==> config.mk <==
export PLATFORM = sky130hd
export DESIGN_NAME = led_scan_driver
export DESIGN_NICKNAME = d
export VERILOG_FILES = /design/src/rtl/led_scan_driver.sv
export SDC_FILE = /design/constraint.sdc
export NUM_CORES = 1
export LEC_CHECK = 0
export ABC_CLOCK_PERIOD_IN_PS = 2900
export BUFFER_PORTS_ARGS = -buffer_cell sky130_fd_sc_hd__buf_2
export CAP_MARGIN = 0
export CORE_MARGIN = 5
export CORE_UTILIZATION = 40
export CTS_CLUSTER_SIZE = 30
export DETAILED_ROUTE_END_ITERATION = 7
export PLACE_DENSITY = 0.69
export SKIP_CTS_REPAIR_TIMING = 1
export SYNTH_ARGS = -nofsm -noshare
export SYNTH_HDL_FRONTEND = slang
export SYNTH_SLANG_ARGS = --single-unit
export TNS_END_PERCENT = 20
==> constraint.sdc <==
create_clock -name clk -period 2.9 [get_ports clk]
set_input_delay 0.29 -clock clk [delete_from_list [all_inputs] [get_ports clk]]
set_output_delay 0.29 -clock clk [all_outputs]
set_load 0.03 [all_outputs]
==> src/rtl/led_scan_driver.sv <==
// Multiplexed 12-digit seven-segment scanner fed by the clock/calendar LED buses.
// One digit is lit per slot, with a short blank at the start of each slot and optional field blinking.
module led_scan_driver #(
  parameter int SCAN_DIV       = 1000,
  parameter int BLANK_CYC      = 8,
  parameter int BLINK_FRAMES   = 64,
  parameter int SEG_ACTIVE_LOW = 0
) (
  input  logic        clk,
  input  logic        reset,
  input  logic [13:0] led_sec,
  input  logic [13:0] led_min,
  input  logic [13:0] led_hour,
  input  logic [13:0] led_day,
  input  logic [13:0] led_month,
  input  logic [13:0] led_year,
  input  logic        blink_en,
  input  logic [5:0]  blink_sel,
  output logic [6:0]  seg_o,
  output logic [11:0] dig_o,
  output logic        frame_start
);

  localparam int PW = (SCAN_DIV > 1) ? $clog2(SCAN_DIV) : 1;
  localparam int FW = (BLINK_FRAMES > 1) ? $clog2(BLINK_FRAMES) : 1;
  localparam logic [PW-1:0] P_LAST = PW'(SCAN_DIV - 1);
  localparam logic [FW-1:0] F_LAST = FW'(BLINK_FRAMES - 1);

  function automatic logic [6:0] pol_seg(input logic [6:0] v);
    return (SEG_ACTIVE_LOW != 0) ? ~v : v;
  endfunction

  function automatic logic [11:0] pol_dig(input logic [11:0] v);
    return (SEG_ACTIVE_LOW != 0) ? ~v : v;
  endfunction

  logic [PW-1:0] p_p0;
  logic [3:0]    idx_p0;
  logic [FW-1:0] frame_cnt_p0;
  logic          blink_phase_p0;
  logic [83:0]   snap_p0;

  logic          slot_end;
  logic          frame_end;
  logic          cap;
  logic [11:0]   blink_mask;
  logic          blinked;
  logic [11:0]   dig_nxt;
  logic [6:0]    seg_nxt;

  assign slot_end  = (p_p0 == P_LAST);
  assign frame_end = slot_end && (idx_p0 == 4'd11);
  assign cap       = (p_p0 == '0) && (idx_p0 == 4'd0);

  // Stage p0: scan position, blink timing and frame snapshot
  always_ff @(posedge clk) begin
    if (reset) begin
      p_p0           <= '0;
      idx_p0         <= '0;
      frame_cnt_p0   <= '0;
      blink_phase_p0 <= 1'b0;
      snap_p0        <= '0;
    end else begin
      p_p0 <= slot_end ? '0 : p_p0 + 1'b1;
      if (slot_end)
        idx_p0 <= (idx_p0 == 4'd11) ? 4'd0 : idx_p0 + 4'd1;
      if (frame_end) begin
        if (frame_cnt_p0 == F_LAST) begin
          frame_cnt_p0   <= '0;
          blink_phase_p0 <= ~blink_phase_p0;
        end else begin
          frame_cnt_p0 <= frame_cnt_p0 + 1'b1;
        end
      end
      if (cap)
        snap_p0 <= {led_year, led_month, led_day, led_hour, led_min, led_sec};
    end
  end

  always_comb begin
    blink_mask = '0;
    for (int f = 0; f < 6; f++)
      blink_mask[2*f +: 2] = {2{blink_sel[f]}};
    blinked = blink_en && blink_phase_p0 && blink_mask[idx_p0];
    dig_nxt = '0;
    if ((int'(p_p0) >= BLANK_CYC) && !blinked)
      dig_nxt = 12'd1 << idx_p0;
    // The snapshot is still being loaded in the capture cycle, so digit 0 reads the bus directly.
    seg_nxt = cap ? led_sec[6:0] : snap_p0[int'(idx_p0)*7 +: 7];
  end

  // Stage p1: registered display outputs
  always_ff @(posedge clk) begin
    if (reset) begin
      seg_o       <= pol_seg('0);
      dig_o       <= pol_dig('0);
      frame_start <= 1'b0;
    end else begin
      seg_o       <= pol_seg(seg_nxt);
      dig_o       <= pol_dig(dig_nxt);
      frame_start <= cap;
    end
  end

endmodule

Word level (Yosys, flattened, before mapping)
Index checks and enable logic that the tools add are counted.
{ "op_classes": {"shifts": 2, "bitwise": 2, "eq_ne": 3, "magnitude_cmp": 2, "mul": 1, "addsub": 3, "reduce_logical": 11, "mux": 5} }
{ "ops": {"columns": ["cell", "count"], "rows": [
  ["$shiftx 84x8->7", 1],
  ["$shl 1x4->12 const A", 1],
  ["$add 10x1->10 const B", 1],
  ["$eq 10x10->1 const B", 1],
  ["$ge 10x4->1 const B", 1],
  ["$logic_not 10->1", 1],
  ["$mul 4x3->7 const B", 1],
  ["$mux 7", 1],
  ["$add 6x1->6 const B", 1],
  ["$eq 6x6->1 const B", 1],
  ["$mux 6", 1],
  ["$logic_and 1x1->1", 5],
  ["$lt 4x5->1 const B", 1],
  ["$add 4x1->4 const B", 1],
  ["$bmux 1 s4", 1],
  ["$eq 4x4->1 const B", 1],
  ["$logic_not 4->1", 1],
  ["$mux 4", 1],
  ["$reduce_or 2->1", 2],
  ["$not 1->1", 2],
  ["$reduce_and 2->1", 1],
  ["$logic_not 1->1", 1],
  ["$mux 1", 1]
]} }
{ "totals": {"regBits": 125, "out_inout_bits": 20, "inputBits": 93, "elab_cells": 37} }

Longest topological paths before layout
Gate-level depths: netlist (run 1).
{ "logic_depth": {"word_depth": 7, "ltp_mapped": 11, "mapped_depth_nobuf": 6} }

Worst setup path after synthesis (run 1)
OpenSTA, ideal clock, no wires.
{ "synth_path": {"path_type": "reg-to-reg", "startpoint": "register idx_p0[0]", "endpoint": "register snap_p0[30]", "n_path_buf": 5, "path_stages_with_launch": 12, "setup_time_ps": 71, "setup_slack_ps": 531, "arrival_ps": 2299, "period_less_slack_ps": 2369, "required_time_ps": 2829, "cell_sequence": "dfxtp_1 > buf_2 > buf_2 > buf_2 > inv_1 > ha_1 > nor4b_1 > nand4_1 > clkbuf_1 > clkbuf_1 > nand2_1 > a21oi_1"} }
{ "synth_between": {"elab_chain_len": 2} }
{ "synth_lines": {"columns": ["item", "line", "source"], "rows": [
  ["start: declaration", "38", "logic [3:0] idx_p0;"],
  ["start signal: assignment", "66", "idx_p0 <= (idx_p0 == 4'd11) ? 4'd0 : idx_p0 + 4'd1;"],
  ["$logic_not 4->1", "53", "assign cap = (p_p0 == '0) && (idx_p0 == 4'd0);"],
  ["$logic_and 1x1->1", "53", null],
  ["end signal: assignment", "76", "snap_p0 <= {led_year, led_month, led_day, led_hour, led_min, led_sec};"],
  ["end: declaration", "41", "logic [83:0] snap_p0;"]
]} }
Every way passes these cells.
A chain may end at the register's enable or synchronous reset.

Final worst setup path (run 1)
{ "layout_path": {"startpoint": "register idx_p0[2]", "endpoint": "register snap_p0[62]"} }
Same word-level chain as after synthesis.

==> results of run 1 <==
==> sequential cells by signal, indices dropped and copies added (netlist names) <==
name	count
seg_o	7
blink_phase_p0	1
frame_start	1
snap_p0	84
idx_p0	4
dig_o	12
frame_cnt_p0	6
p_p0	10
==> metal layers <==
metal  wire length [um]  share of wire (%)
met2               6790                 49
met3                735                5.3
met4                287                2.1
met5                  0                  0
met1               5990                 43
==> cells in the final DEF (no fill, tap or decap), types with 7 or more instances in the layout <==
master	netlist	routed
nand2_1	178	178
dfxtp_1	125	124
buf_2	14	111
a21oi_1	106	106
nor2_1	32	32
mux2i_1	17	17
clkbuf_16	0	17
o21ai_0	16	16
nand3_1	16	16
mux4_2	15	15
buf_4	0	11
inv_1	8	8
ha_1	8	8
a221oi_1	7	7
==> final timing paths <==
kind / cells past startpoint / slack (ns) / endpoint
worst min register to register: 2 / 0.45 / snap_p0[81]
worst max-delay path: 5 / 0.66 / snap_p0[62]
worst max register to register: 5 / 0.66 / snap_p0[62]
worst min-delay path: 3 / 0.11 / snap_p0[72]
==> report_power, final <==
part / total [mW] / internal, mW / switching [mW]
sequential: 1.91 / 1.85 / 0.0650
combinational: 0.524 / 0.203 / 0.321
clock: 2.27 / 1.53 / 0.742
total: 4.71 / 3.58 / 1.13
==> layout make-up <==
class | instances | area (um2)
fill | 1222 | 6160
multi-input combinational | 443 | 2510
sequential | 125 | 2500
timing repair buffer | 123 | 658
clock buffer | 23 | 488
tap | 172 | 215
clock inverter | 9 | 156
inverter | 9 | 33.8
==> metrics by stage <==
| stage | hold slack [ns] | total power [mW] |
|---|---|---|
| floorplan | 0.426 | 2.28 |
| global placement | 0.441 | 2.45 |
| detailed placement | 0.447 | 2.47 |
| CTS | 0.100 | 4.75 |
| global route | 0.0937 | 4.92 |
| finish | 0.114 | 4.71 |
==> logic make-up (layout without fill, tap and decap cells) <==
kind of cell	count (synthesis)	count (layout)	share of synthesized area, %
mux	33	33	9.90
flops	125	125	47.7
simple gates	257	257	20.5
compound gates	137	137	14.1
xor+xnor	8	8	1.34
fa+ha+maj	8	8	1.91
buf+inv	56	164	4.49
==> worst register-to-register path: stages, from the launching register on <==
cell     delay [ns]
dfxtp_1        0.55
nor4b_1        0.46
and4_2         0.65
buf_12         0.26
nand2_1        0.10
a21oi_1        0.15
==> results.md, run 1 <==
- Die Area: between 15000 and 20000 um2
- Dominant synthesized flop cell: dfxtp_1
- Fin Setup TNS: 0 ns
- Final GP Congestion: 0.827
- Cell taking the most area after synthesis: dfxtp_1
- Wire length of the first global-routing pass: 23100 um
- Worst hold start: led_year[2]
- Chip height: about 120 um
- Dominant cells by area after synthesis: dfxtp_1 48%, nand2_1 13%, a21oi_1 10%, mux4_2 6.4%, mux2i_1 3.2%
- Post-synthesis instance total: roughly 620
- DR WL/cell: around 15 um
- DPL Wire Length: 9670 um
- RSZ-0062 raised after global routing: false
- Post-route clock period utilization: ~77%
- GRT Overall Usage: between 10% and 20%
- Largest net degree at the start of global routing: 57
- Startpoint types: flop
- Vias per cell: between 5 and 6
- Worst slew margin: approximately half
- Sink Count: about 130
- GR Util met2: between 30% and 40%
- Final core occ: slightly above 50%
- Final Net Count: 820
- Setup CP Type: flop to flop
- Via count: roughly 4600
- Post-Route WL: around 14000 um
- I/O Buffers: between 100 and 150
- GRT Max-Usage Layer: met2
- CP Data Required Time: roughly 3.2 ns
- CP Buf/Inv Count: 1
- Crit path from: idx_p0[2]
- Area delta synth->final: 25.1%
- Initial antenna violation count: 0
- Post-synthesis sequential area ratio: between 40% and 50%
- CTS Buf Count: 17
- PD cells: 718 nW/um2
- Post-Layout Cell Count: around 900
- Chip width: ~120 um
- Remaining global-route overflow: 0
- Initial Util: around two fifths
- Max VDD drop: 0.362 mV
- Synthesized Nets: roughly 730
- Outcome: finished clean
- Most frequent cell after synthesis: nand2_1
- Crit-path leading delay family: simple AND/OR/NAND/NOR gates
- Syn Area/Cell: between 8 and 9 um2
- Worst-margin pin slew: between 0.7 and 0.8 ns
- Core area: 12700 um2
- Met1 usage in global routing: 21.9%
- CTS clock-pin slew for the worst setup and hold paths: around 0.05 ns
- Register bit total from synthesis: 125
- Clock Skew: 0.00702 ns
- Crit Reg-Reg Startpoint: idx_p0[2]
- DRC: 0
- GR Util met3: under 10%
- CP max FO: 35
- H-tree level count: 4
- Setup crit end kind: flop
- Leak: 2.69 nW
- CTS tree: yes
- Final WS setup: ~0.66 ns
- Clock Path Buffers: 2
- Vias in the first global route: about 4700
- Core Rows: 41
- Critical path arrival: 2.57 ns
- CP cell instances: nor4b_1, and4_2, buf_12, nand2_1, a21oi_1
- Place WS: ~0.67 ns
- Final Max Slew Viols: 0
- Clock latency on the worst-skew pair: 0.41 ns
- HP Class: primary input to flop
- Final setup viols: 0
- Worst path max stage delay: between 0.6 and 0.7 ns
- Asr flop ratio synth: 0%
- First DRT Iteration DRCs: roughly 310
- Post-layout instance area: around 6600 um2
- Max-cap violations: 0
- Yosys Warn Count: 0
- Ports: 113
- Post-Syn Area: between 5000 and 6000 um2
- Top-area cell type share of the netlist area: between 40% and 50%
- Placed Area: approximately 6000 um2
- Detailed Routing Iterations Pass 1: 5
- Worst path slowest cell: and4_2
- Commonest cells post-synth: 178 x nand2_1, 125 x dfxtp_1, 106 x a21oi_1
- Placed Cells: 872
- Yosys cell types: 43
- Number of enable flip-flop cells after synthesis: 0
- Layout cell share with drive strength beyond 1: 24.3%
- Post-layout min period: around 2.2 ns
- Antenna diodes: 0
- Final hold violations: 0
- Fmax: about 0.45 GHz
- Root buf cell: clkbuf_16
- ANT nets after route: 0
(Power assumes the default switching activity.)
==> run 2, diff against run 1 <==
ABC_CLOCK_PERIOD_IN_PS = 2000   (was 2900)
PLACE_DENSITY = 0.71   (was 0.69)
clock period = 2 ns   (was 2.9 ns; I/O delays follow)
==> run 2 against run 1 <==
Compared with the run above:
- fmax grew 18%
- wire length is 0.40% lower
- first-iteration DRC count is 14% lower
- via count about the same
- global-route usage fell by 0.62 points
- critical path type unchanged
- setup slack worse by 0.56 ns
- non-clock buffer count up 3
- clock skew barely moved
- combinational power up 45%
==> results.md, run 2 (same netlist as run 1, synthesis figures left out) <==
- Initial antenna violation count: 0 (unchanged)
- Hold depth: 3 (unchanged)
- Chip height: 124 um (unchanged)
- Placed Cells: 875 (was 872)
- Commonest cells after routing, fill and taps aside: 178 x nand2_1, 124 x dfxtp_1, 111 x buf_2 (unchanged)
- PD cells: 984 nW/um2 (was 718 nW/um2)
- Setup CP Type: flop to flop (unchanged)
- Fmax: 0.525 GHz (was 0.446 GHz)
- ANT nets after route: 0 (unchanged)
- Logic gate share of total power: 11.8% (was 11.1%)
- Outcome: finished clean (unchanged)
- I/O Buffers: 112 (unchanged)
- Max-cap violations: 0 (unchanged)
- Layout cell share with drive strength beyond 1: 25.2% (was 24.3%)
- Most common cell after layout, fill and taps aside: nand2_1 (unchanged)
- Clock power share: 45.1% (was 48.3%)
- Root buf cell: clkbuf_16 (unchanged)
- CP cell instances: nand4_1, or4_4, or4_1, a21oi_1 (was nor4b_1, and4_2, buf_12, nand2_1, a21oi_1)
- Final hold violations: 0 (unchanged)
- Detailed Routing Iterations Pass 1: 4 (was 5)
- CP Buf/Inv Count: 0 (was 1)
- Final GP Congestion: 0.817 (was 0.827)
- Psw: 1.69 mW (was 1.13 mW)
- Antenna diodes: 0 (unchanged)
- Post-Route WL: 13800 um (about the same)
- Setup crit end kind: flop (unchanged)
- Post-layout min period: 1.91 ns (was 2.24 ns)
- Crit-path leading delay family: simple AND/OR/NAND/NOR gates (unchanged)
- # fillers: 1210 (was 1222)
- Initial Util: 41.2% (unchanged)
- Fin Setup TNS: 0 ns (unchanged)
- Die Area: 15500 um2 (unchanged)
- Worst hold endpoint: snap_p0[76] (was snap_p0[72])
- Top Registers: snap_p0 (84), dig_o (12), p_p0 (10) (unchanged)
- Clock Path Buffers: 2 (unchanged)
- Worst slew margin: 53.3% (was 49.2%)
- Post-Layout Cell Count: 907 (was 904)
- Ports: 113 (unchanged)
- Wire length of the first global-routing pass: 22200 um (was 23100 um)
- Startpoint types: flop (unchanged)
- Core area: 12700 um2 (unchanged)
- H-tree level count: 4 (unchanged)
- Chip width: 124 um (unchanged)
- CTS tree: yes (unchanged)
- R2R cell count: 4 (was 5)
- Final setup viols: 0 (unchanged)
- CP Data Required Time: 2.34 ns (was 3.23 ns)
- Clock latency on the worst-skew pair: 0.41 ns (about the same)
- Worst-margin pin slew: 0.697 ns (was 0.760 ns)
- CTS Buf Count: 17 (unchanged)
- HP Class: primary input to flop (unchanged)
- Crit Reg-Reg Startpoint: p_p0[5] (was idx_p0[2])
- Vias per cell: 5.10 (was 5.12)
- Core Rows: 41 (unchanged)
- Max reg flops: 84 (unchanged)
- Clock Skew: 0.00682 ns (was 0.00702 ns)
- Final Max Slew Viols: 0 (unchanged)
- Vias in the first global route: 4604 (was 4726)
- Max VDD drop: 0.441 mV (was 0.362 mV)
- GRT Overall Usage: 17.6% (was 18.3%)
- CP max FO: 13 (was 35)
- Switching share of power: 26.3% (was 23.9%)
- RSZ-0062 raised after global routing: false (unchanged)
- Critical path arrival: 2.25 ns (was 2.57 ns)
- Via count: 4629 (was 4625)
- Post-route clock period utilization: 95.3% (was 77.3%)
- Remaining global-route overflow: 0 (unchanged)
- Worst hold start: led_year[6] (was led_year[2])
- CTS clock-pin slew for the worst setup and hold paths: 0.06 ns (was 0.05 ns)
- Internal reg-to-reg setup slack: 0.09 ns (was 0.66 ns)
- Internal Power: 4.75 mW (was 3.58 mW)
- Largest net degree at the start of global routing: 93 (was 57)
- Register bank with the most flops: snap_p0 (unchanged)
- DPL Wire Length: 9750 um (was 9670 um)
- DRC: 0 (unchanged)
- Worst path max stage delay: 0.64 ns (was 0.65 ns)
- Worst path slowest cell: or4_4 (was and4_2)
- First DRT Iteration DRCs: 266 (was 311)
- Sink Count: 125 (unchanged)
- Leak: 2.68 nW (was 2.69 nW)
- DR WL/cell: 15.2 um (was 15.3 um)
- Final Net Count: 823 (was 820)
- R2R Path End: frame_cnt_p0[4] (was snap_p0[62])
- Sequential Power Share: 43.1% (was 40.6%)
- Area delta synth->final: 24.9% (was 25.1%)
run 2: final cells by class:
class	count	area, um2	share of cell area, %
clock buffers	19	453	6.92
clock inverters	13	118	1.80
inverters	9	33.8	0.516
multi-input cells	443	2520	38.5
flip-flops and latches	125	2500	38.2
well taps	172	215	3.29
repair buffers	126	706	10.8
run 2: metrics by stage:
stage	hold slack (ns)	area (um2)	util, %	worst slack, ns	total power [mW]
after floorplan	0.336	5280	-	0.00266	3.31
after global placement	0.440	5970	46.9	0.102	3.56
after detailed placement	0.443	5970	46.9	0.0718	3.59
after CTS	0.00774	6540	51.4	0.0635	6.48
after global routing	0.0190	6550	51.5	0.00174	6.71
final	0.0187	6550	51.5	0.0949	6.44
run 2: worst max-delay path by stage:
stage                     startpoint               to  depth (start not counted)
after floorplan            idx_p0[0]         seg_o[0]                         11
after global placement       p_p0[0]  frame_cnt_p0[4]                          5
after detailed placement     p_p0[0]  frame_cnt_p0[4]                          5
after CTS                    p_p0[0]  frame_cnt_p0[4]                          5
after global routing         p_p0[0]  frame_cnt_p0[4]                          5
final                        p_p0[5]  frame_cnt_p0[4]                          4
run 2: power groups by stage:
stage	logic, mW	clock network [mW]	registers [mW]
2_1_floorplan	0.480	0	2.83
3_3_place_gp	0.746	0	2.82
3_5_place_dp	0.762	0	2.82
4_1_cts	0.769	2.94	2.77
5_1_grt	0.855	3.07	2.79
6_report	0.762	2.91	2.78
run 2: layer usage:
| metal | vias to the layer above | share of wire, % | global-route usage [%] |
|---|---|---|---|
| met4 | 0 | 2.2 | 7.03 |
| met5 | - | 0 | 0 |
| met3 | 20 | 4.7 | 4.89 |
| met2 | 132 | 49 | 29.1 |
| li1 | 2323 | - | - |
| met1 | 2154 | 44 | 21.9 |
run 2: worst reg2reg max path, delay by kind of cell, from the launching register on:
kind | cells | cell delay (ns)
AO/OA/AOI/OAI | 1 | 0.14
flip-flops | 1 | 0.43
AND/OR/NAND/NOR | 3 | 1.26
==> run 3, diff against run 2 <==
BUFFER_PORTS_ARGS = default   (was -buffer_cell sky130_fd_sc_hd__buf_2)
CELL_PAD_IN_SITES_DETAIL_PLACEMENT = 0   (was default)
CELL_PAD_IN_SITES_GLOBAL_PLACEMENT = 1   (was default)
DONT_BUFFER_PORTS = 1   (was default)
PLACE_DENSITY = 0.79   (was 0.71)
==> run 3 against run 2 <==
Compared with the run above:
- the flow now finishes with violations (hold timing)
- fmax rose by 0.21%
- clock power rose by 7.9%
- utilization fell by 4.0 points
- combinational power fell by 24%
- cell count fell by 12%
- wire length fell by 5.2%
- register-to-register slack barely moved
- worst hold slack got worse by 0.15 ns
- clock skew rose by 0.00080 ns
- total power rose by 1.4%
- sequential share of layout area rose by 3.2 points
==> results.md, run 3 (same netlist as run 1, synthesis figures left out) <==
- Chip height: 124 um (unchanged)
- Layout cell share with drive strength beyond 1: 11.4% (was 25.2%)
- ANT nets after route: 0 (unchanged)
- RSZ-0062 raised after global routing: false (unchanged)
- Final Max Slew Viols: 0 (unchanged)
- Initial antenna violation count: 0 (unchanged)
- Antenna diodes: 0 (unchanged)
- GR Util met3: 6.69% (was 4.89%)
- GRT Max-Usage Layer: met2 (unchanged)
- Area of the multi-input gates: 2520 um2 (about the same)
- GR Util met2: 26.0% (was 29.1%)
- Seq. cell area: 2510 um2 (was 2500 um2)
- Leak: 2.25 nW (was 2.68 nW)
- Register bank with the most flops: snap_p0 (unchanged)
- I/O Buffers: 0 (was 112)
- Final setup viols: 0 (unchanged)
- Area delta synth->final: 15.3% (was 24.9%)
- Clock latency on the worst-skew pair: 0.41 ns (about the same)
- Final Net Count: 712 (was 823)
- Setup CP Type: flop to flop (unchanged)
- Crit-path leading delay family: simple AND/OR/NAND/NOR gates (unchanged)
- Wire length of the first global-routing pass: 21200 um (was 22200 um)
- Worst path slowest cell: or4_4 (unchanged)
- Chip width: 124 um (unchanged)
- Fmax: 0.526 GHz (was 0.525 GHz)
- CTS Buf Count: 17 (unchanged)
- Fin Setup TNS: 0 ns (unchanged)
- Ports: 113 (unchanged)
- Clock Path Buffers: 2 (unchanged)
- Top Registers: snap_p0 (84), dig_o (12), p_p0 (10) (unchanged)
- Die Area: 15500 um2 (unchanged)
- First DRT Iteration DRCs: 231 (was 266)
- Post-layout instance area: 6040 um2 (was 6550 um2)
- H-tree level count: 4 (unchanged)
- CTS clock-pin slew for the worst setup and hold paths: 0.05 ns (was 0.06 ns)
- DRC: 0 (unchanged)
- Outcome: finished, violations left (was finished clean)
- Max-cap violations: 0 (unchanged)
- Final WS setup: 0.0989 ns (was 0.0949 ns)
- Vias in the first global route: 4071 (was 4604)
- Most common cell after layout, fill and taps aside: nand2_1 (unchanged)
- Final GP Congestion: 0.778 (was 0.817)
- Startpoint types: flop (unchanged)
- GRT Overall Usage: 17.0% (was 17.6%)
- Via count: 4170 (was 4629)
- Root buf cell: clkbuf_16 (unchanged)
- DPL Wire Length: 9280 um (was 9750 um)
- Total power: 6.54 mW (was 6.44 mW)
- Failing checks: hold timing
- Largest net degree at the start of global routing: 103 (was 93)
- Sink Count: 125 (unchanged)
- Met1 usage in global routing: 22.3% (was 21.9%)
- Clock Skew: 0.00763 ns (was 0.00682 ns)
- CP max FO: 13 (unchanged)
- Core area: 12700 um2 (unchanged)
- Worst path max stage delay: 0.63 ns (was 0.64 ns)
- Detailed Routing Iterations Pass 1: 4 (unchanged)
- Initial Util: 41.2% (unchanged)
- CP Data Required Time: 2.35 ns (was 2.34 ns)
- Final core occ: 47.5% (was 51.5%)
- CP cell instances: or2_1, or4_4, or4_1, a21oi_1 (was nand4_1, or4_4, or4_1, a21oi_1)
- Placed Cells: 762 (was 875)
- Post-Route WL: 13000 um (was 13800 um)
- Critical path arrival: 2.25 ns (about the same)
- Post-route clock period utilization: 95.1% (was 95.3%)
- Commonest cells after routing, fill and taps aside: 178 x nand2_1, 122 x dfxtp_1, 106 x a21oi_1 (was 178 x nand2_1, 124 x dfxtp_1, 111 x buf_2)
- Max VDD drop: 0.564 mV (was 0.441 mV)
- Vias per cell: 5.24 (was 5.10)
- Max reg flops: 84 (unchanged)
- Final hold violations: 94 (was 0)
- Worst-margin pin slew: 0.651 ns (was 0.697 ns)
- DR WL/cell: 16.4 um (was 15.2 um)
- CP Buf/Inv Count: 0 (unchanged)
- Hold_ws: -0.128 ns (was 0.0187 ns)
- Place WS: 0.0771 ns (was 0.0718 ns)
- Remaining global-route overflow: 0 (unchanged)
- Worst slew margin: 56.4% (was 53.3%)
- CTS tree: yes (unchanged)
- Placed Area: 5400 um2 (was 5970 um2)
- # fillers: 1282 (was 1210)
- Setup crit end kind: flop (unchanged)
- HP Class: primary input to flop (unchanged)
- Post-layout min period: 1.90 ns (was 1.91 ns)
- Post-Layout Cell Count: 796 (was 907)
- PD cells: 1080 nW/um2 (was 984 nW/um2)
- Core Rows: 41 (unchanged)
==> run 3: layout make-up <==
| type | instances | area share, % |
|---|---|---|
| Clock buffer | 23 | 7.91 |
| Clock inverter | 9 | 2.24 |
| Inverter | 9 | 0.559 |
| Multi-Input combinational cell | 443 | 41.7 |
| Sequential cell | 125 | 41.5 |
| Tap cell | 172 | 3.56 |
| Timing Repair Buffer | 15 | 2.57 |
==> run 3: report_power, final <==
group,internal [mW],switching [mW]
combinational,0.231,0.350
sequential,2.68,0.136
clock,2.06,1.08
total,4.97,1.57
==> run 3: worst register-to-register path: cells and delay by family (launching register included) <==
family / cells / cell delay [ns]
DFF: 1 / 0.36
and+or+nand+nor: 3 / 1.32
AOI/OAI and AO/OA: 1 / 0.14
==> run 3: per-layer routing <==
layer  part of all wire (%)  wire (um)
met3                    6.2        814
met2                     46       6010
met5                      0          0
met1                     46       6050
met4                    1.2        163
==> run 3: path summary, 6_finish.rpt <==
check / from / end / slack [ns] / cells after the start
worst max-delay path: p_p0[4] / frame_cnt_p0[4] / 0.1 / 4
worst min-delay path: reset / frame_cnt_p0[1] / -0.13 / 1
worst max register to register: p_p0[4] / frame_cnt_p0[4] / 0.1 / 4
worst min register to register: snap_p0[4] / snap_p0[4] / 0.45 / 2
